**src/rtl/alu8_seq_ctrl.sv**
```systemverilog
// Multi-cycle 8-bit ALU sequencer: nibble-chained ADD/SUB, shift-add MUL, restoring DIV.
// One command in flight; the result is held in DONE until the consumer accepts it.
module alu8_seq_ctrl #(
  parameter logic [7:0] DIV0_QUOT     = 8'hFF,
  parameter int         MUL_DIV_ITERS = 8
) (
  input  logic        clk,
  input  logic        rst,
  input  logic        in_valid,
  output logic        in_ready,
  input  logic [7:0]  A,
  input  logic [7:0]  B,
  input  logic [3:0]  opcode,
  output logic        out_valid,
  input  logic        out_ready,
  output logic [15:0] result,
  output logic        carry_out,
  output logic [7:0]  remainder,
  output logic        err
);

  typedef enum logic [2:0] {IDLE, LOW, HIGH, ITER, DONE} state_t;

  localparam logic [3:0] OP_ADD = 4'd0;
  localparam logic [3:0] OP_SUB = 4'd1;
  localparam logic [3:0] OP_AND = 4'd2;
  localparam logic [3:0] OP_OR  = 4'd3;
  localparam logic [3:0] OP_XOR = 4'd4;
  localparam logic [3:0] OP_MUL = 4'd5;
  localparam logic [3:0] OP_DIV = 4'd6;
  localparam logic [3:0] LAST_ITER = 4'(MUL_DIV_ITERS - 1);

  state_t      state, state_nxt;
  logic [7:0]  a_q, b_q;
  logic [3:0]  op_q;
  logic [3:0]  cnt;
  logic [15:0] prod;
  logic [3:0]  lo_nib;
  logic        c_lo;

  logic        accept;
  logic        is_sub;
  logic [7:0]  b_eff;
  logic [4:0]  lo_sum, hi_sum;
  logic [8:0]  mul_sum;
  logic [15:0] mul_nxt;
  logic        div_ge;
  logic [7:0]  div_rem;
  logic [15:0] div_nxt;
  logic [15:0] iter_nxt;
  logic        direct;
  logic [7:0]  direct_res;
  logic [7:0]  direct_rem;
  logic        direct_err;

  assign accept    = in_valid && in_ready;
  assign in_ready  = (state == IDLE);
  assign out_valid = (state == DONE);

  // SUB is A + ~B + 1, so the low nibble's carry-in is the SUB flag itself.
  always_comb begin
    is_sub = (op_q == OP_SUB);
    b_eff  = is_sub ? ~b_q : b_q;
    lo_sum = {1'b0, a_q[3:0]} + {1'b0, b_eff[3:0]} + {4'b0, is_sub};
    hi_sum = {1'b0, a_q[7:4]} + {1'b0, b_eff[7:4]} + {4'b0, c_lo};
  end

  // prod holds {partial product, multiplier} for MUL and {partial remainder, quotient} for DIV.
  always_comb begin
    mul_sum  = {1'b0, prod[15:8]} + (prod[0] ? {1'b0, a_q} : 9'd0);
    mul_nxt  = {mul_sum, prod[7:1]};
    div_ge   = (prod[15:7] >= {1'b0, b_q});
    div_rem  = prod[14:7] - b_q;
    div_nxt  = div_ge ? {div_rem, prod[6:0], 1'b1} : {prod[14:0], 1'b0};
    iter_nxt = (op_q == OP_DIV) ? div_nxt : mul_nxt;
  end

  always_comb begin
    direct     = 1'b1;
    direct_res = 8'h00;
    direct_rem = 8'h00;
    direct_err = 1'b0;
    case (opcode)
      OP_ADD, OP_SUB, OP_MUL: direct = 1'b0;
      OP_AND: direct_res = A & B;
      OP_OR:  direct_res = A | B;
      OP_XOR: direct_res = A ^ B;
      OP_DIV: begin
        direct     = (B == 8'h00);
        direct_res = DIV0_QUOT;
        direct_rem = A;
        direct_err = 1'b1;
      end
      default: direct_err = 1'b1;
    endcase
  end

  always_ff @(posedge clk) begin
    if (rst) state <= IDLE;
    else     state <= state_nxt;
  end

  always_comb begin
    state_nxt = state;
    case (state)
      IDLE: begin
        if (accept) begin
          if (direct)                                     state_nxt = DONE;
          else if (opcode == OP_ADD || opcode == OP_SUB)  state_nxt = LOW;
          else                                            state_nxt = ITER;
        end
      end
      LOW:  state_nxt = HIGH;
      HIGH: state_nxt = DONE;
      ITER: if (cnt == LAST_ITER) state_nxt = DONE;
      DONE: if (out_ready) state_nxt = IDLE;
      default: state_nxt = IDLE;
    endcase
  end

  always_ff @(posedge clk) begin
    if (rst) begin
      a_q       <= 8'h00;
      b_q       <= 8'h00;
      op_q      <= 4'h0;
      cnt       <= 4'h0;
      prod      <= 16'h0000;
      lo_nib    <= 4'h0;
      c_lo      <= 1'b0;
      result    <= 16'h0000;
      carry_out <= 1'b0;
      remainder <= 8'h00;
      err       <= 1'b0;
    end else begin
      case (state)
        IDLE: begin
          if (accept) begin
            a_q  <= A;
            b_q  <= B;
            op_q <= opcode;
            cnt  <= 4'h0;
            prod <= {8'h00, (opcode == OP_DIV) ? A : B};
            if (direct) begin
              result    <= {8'h00, direct_res};
              carry_out <= 1'b0;
              remainder <= direct_rem;
              err       <= direct_err;
            end
          end
        end
        LOW: begin
          lo_nib <= lo_sum[3:0];
          c_lo   <= lo_sum[4];
        end
        HIGH: begin
          result    <= {8'h00, hi_sum[3:0], lo_nib};
          carry_out <= is_sub ? ~hi_sum[4] : hi_sum[4];
          remainder <= 8'h00;
          err       <= 1'b0;
        end
        ITER: begin
          prod <= iter_nxt;
          cnt  <= cnt + 4'd1;
          if (cnt == LAST_ITER) begin
            err <= 1'b0;
            if (op_q == OP_DIV) begin
              result    <= {8'h00, iter_nxt[7:0]};
              remainder <= iter_nxt[15:8];
              carry_out <= 1'b0;
            end else begin
              result    <= iter_nxt;
              remainder <= 8'h00;
              carry_out <= |iter_nxt[15:8];
            end
          end
        end
        default: ;
      endcase
    end
  end

endmodule

```
**config.mk**
```make
export PLATFORM = sky130hd
export DESIGN_NAME = alu8_seq_ctrl
export DESIGN_NICKNAME = d
export VERILOG_FILES = /design/src/rtl/alu8_seq_ctrl.sv
export SDC_FILE = /design/constraint.sdc
export NUM_CORES = 1
export LEC_CHECK = 0
export ABC_AREA = 0
export BUFFER_PORTS_ARGS = -buffer_cell sky130_fd_sc_hd__buf_4
export CELL_PAD_IN_SITES_DETAIL_PLACEMENT = 1
export CELL_PAD_IN_SITES_GLOBAL_PLACEMENT = 1
export CORE_UTILIZATION = 40
export DETAILED_ROUTE_END_ITERATION = 8
export MAX_ROUTING_LAYER = met4
export PLACE_DENSITY_LB_ADDON = 0.15
export SLEW_MARGIN = 5
export SYNTH_ARGS = -nofsm -noshare
export SYNTH_HDL_FRONTEND = slang
export SYNTH_SLANG_ARGS = --single-unit
```
**constraint.sdc**
```tcl
create_clock -name clk -period 2.8 [get_ports clk]
set_input_delay 0.28 -clock clk [delete_from_list [all_inputs] [get_ports clk]]
set_output_delay 0.28 -clock clk [all_outputs]
set_load 0.05 [all_outputs]
```
==> results.md <==
- Power density over cell area: 519 mW/mm2
- EDFF count, synth: 0
- Worst-path maximum fanout: 4
- Vias in the first global route: 4,945
- Worst Clk Skew: 0.00525 ns
- CP endpoint: carry_out
- Gp weighted congestion: 0.889
- Most common cell in the synthesized netlist: nand2_1
- Critical path depth in cells: 11
- DR vias/cell: 5.67
- Final setup viols: 0
- Drt drc: 0
- Final hold violations: 0
- Row count: 40
- Total power: 3.15 mW
- WP data arrival: 2.99 ns
- Max_slew headroom: 44.3%
- DR vias: 4,884
- CTS tree: done
- Flop2flop setup slack: 0.07 ns
- Achievable Freq: 366 MHz
- Worst path buffer plus inverter count: 1
- R2r startpoint: op_q[2]
- Area delta synth->final: 21.1%
- Critical path origin: op_q[2]
- Core Area: 0.0121 mm2
- Worst path top cell family by delay: adder cells
- Tcrit/Tclk final: 97.6%
- # Max-Cap Violations: 0
- Drt first pass iters: 4
- Clock sinks: 74
- Critical path's largest stage delay: 0.38 ns
- Die height: 114 um
- CTS HTree Levels: 3
- Post-synthesis cell count: 638
- Yosys reg bits: 74
- Wire per inst: 20.0 um
- Hold Path Class: in2reg
- Most used flip-flop cell after synthesis: dfxtp_1
- Maximum vdd ir drop: 558 uV
- Sequential-to-total area share from yosys stat: 29.6%
- Leak: 2.53 nW
- Library cells used by synthesis: 55
- GR Overflow Total: 0
- Leading area contributor after synthesis: dfxtp_1
- Top cells by area, synth: dfxtp_1 30%, ha_1 9.8%, a21oi_1 6.4%, nand2_1 5.9%, mux2i_1 5.0%
- Fin crit period: 2.73 ns
- RSZ-0062 raised after global routing: true
- Placed wire-length estimate: 12.8 mm
- Worst R2R Path Depth: 11
- Pins Over Slew Limit: 0
- WL final: 17.3 mm
- Syn avg cell area: 7.83 um2
- Crit Reg-Reg Endpoint: carry_out
- Worst setup path class: reg2reg
- CP most frequent cell: fa_2
- Post-CTS Hold Fix Bufs: 0
- Clk Latency, worst-skew pair: 0.35 ns
- Most frequent cells after synthesis: 78 x nand2_1, 74 x dfxtp_1, 64 x a21oi_1
- Mapped cell area: 0.00500 mm2
- CTS Buf Count: 9
- Req. time, crit path: 3.05 ns
- Area share of the largest cell type after synthesis: 29.6%
- Post-Layout Inst Area: 0.00605 mm2
- Port bufs: 51
- Status: finished clean
- Post-route antenna net violation count: 0
- Syn nets: 706
- I/O pins: 52
- Proportion of layout cells with a drive suffix above 1: 18.3%
- Final nets: 757
- Critical Path Source Type: flip-flop
- First-pass GRT wire length: 27.1 mm
- Synthesis Warnings: 0
- Async SR Flop Fraction: 0%
- Max Root-Sink Buffers: 2
- Least-Margin Pin Slew: 0.836 ns
- Initial Util: 41.3%
- Total Die Area: 0.0129 mm2
- Initial antenna violation count: 0
- Number of inserted diodes: 0
- CP cell instances: nor4b_4 -> xnor2_2 -> fa_2 -> fa_2 -> inv_1 -> a21o_1 -> a21oi_1 -> xor2_1 -> nor4_2 -> a211oi_1 -> a311oi_1
- Die Width: 114 um
- Worst-path clk slew: 0.06 ns
- Largest net degree at the start of global routing: 75
- CP Capture Type: flip-flop
- GRT Overall Usage: 28.6%
- Critical-path top delay cell: nor4b_4
- Clock root buffer: clkbuf_16
- Post-DP Area: 0.00564 mm2
- DRT iter0 DRCs: 258
-- kinds of logic after synthesis --
kind of cell               after synthesis  share of synthesized area (%)
AOI/OAI and AO/OA                      169                           21.9
xor gates and xnor gates                22                           3.85
and+or+nand+nor                        215                           20.2
adders and majority gates               44                           11.8
DFF                                     74                           29.6
muxes                                   29                           5.91
buffers and inverters                   85                           6.76
-- power by group --
| part | total [mW] | internal [mW] | switching (mW) |
|---|---|---|---|
| clock network | 1.25 | 0.788 | 0.465 |
| logic | 0.749 | 0.277 | 0.471 |
| registers | 1.14 | 1.10 | 0.0401 |
-- how the worst min path moves through the flow --
stage,to,slack (ns),startpoint,cells after the start
final,a_q[7],0.22,A[7],3
after global routing,b_q[1],0.23,B[1],3
after CTS,a_q[7],0.22,A[7],3
after detailed placement,b_q[5],0.45,b_q[5],2
after global placement,b_q[5],0.45,b_q[5],2
after floorplan,b_q[1],0.42,B[1],2
-- flip-flops by register name, indices dropped and copies added, names as in the netlist --
name and flops:
prod 16, result 16, a_q 8, b_q 8, remainder 8, cnt 4
lo_nib 4, op_q 4, state 3, c_lo 1, carry_out 1, err 1
-- cells in the final DEF (no fill, tap or decap), types with 13 or more instances in the layout --
cell / instances
nand2_1: 78
buf_4: 78
dfxtp_1: 70
a21oi_1: 64
nor2_1: 59
inv_1: 46
ha_1: 38
mux2i_1: 24
nand3_1: 20
a211oi_1: 19
xnor2_1: 13
-- per-layer routing --
metal  track usage, %  part of all wire [%]
met4             11.6                   3.4
met2             47.0                    49
met5                -                     0
met1             34.8                    44
met3             5.10                   4.1
-- tightest hold or removal path: stages --
cell and delay (ns):
buf_4 0.14, nand2_1 0.06, a21oi_1 0.05
-- cell type report --
type | count | area (um2)
multi-input combinational | 479 | 3270
fill | 1521 | 6060
clock buffer | 15 | 288
inverter | 46 | 173
tap | 168 | 210
timing repair buffer | 79 | 597
sequential | 74 | 1490
clock inverter | 1 | 30.0
-- per-stage QoR --
stage	setup slack, ns	instances	util (%)	TNS (ns)	hold slack, ns
after detailed placement	-0.166	845	46.6	-0.166	0.449
after global routing	-0.116	862	50.0	-0.116	0.228
final	0.0676	862	50.0	0	0.220
after global placement	-0.0273	845	46.6	-0.0273	0.447
after floorplan	0.0107	638	-	0	0.416
after CTS	-0.00300	861	49.5	-0.00300	0.215
-- repair_timing --
action / in CTS / in global routing
cloned: 0 / 0
pin swaps: 4 / 6
endpoints found under the setup margin: 1 / 1
buffers inserted: 0 / 1
resized for setup: 7 / 14
No activity file was read; power rests on OpenSTA's default activity.
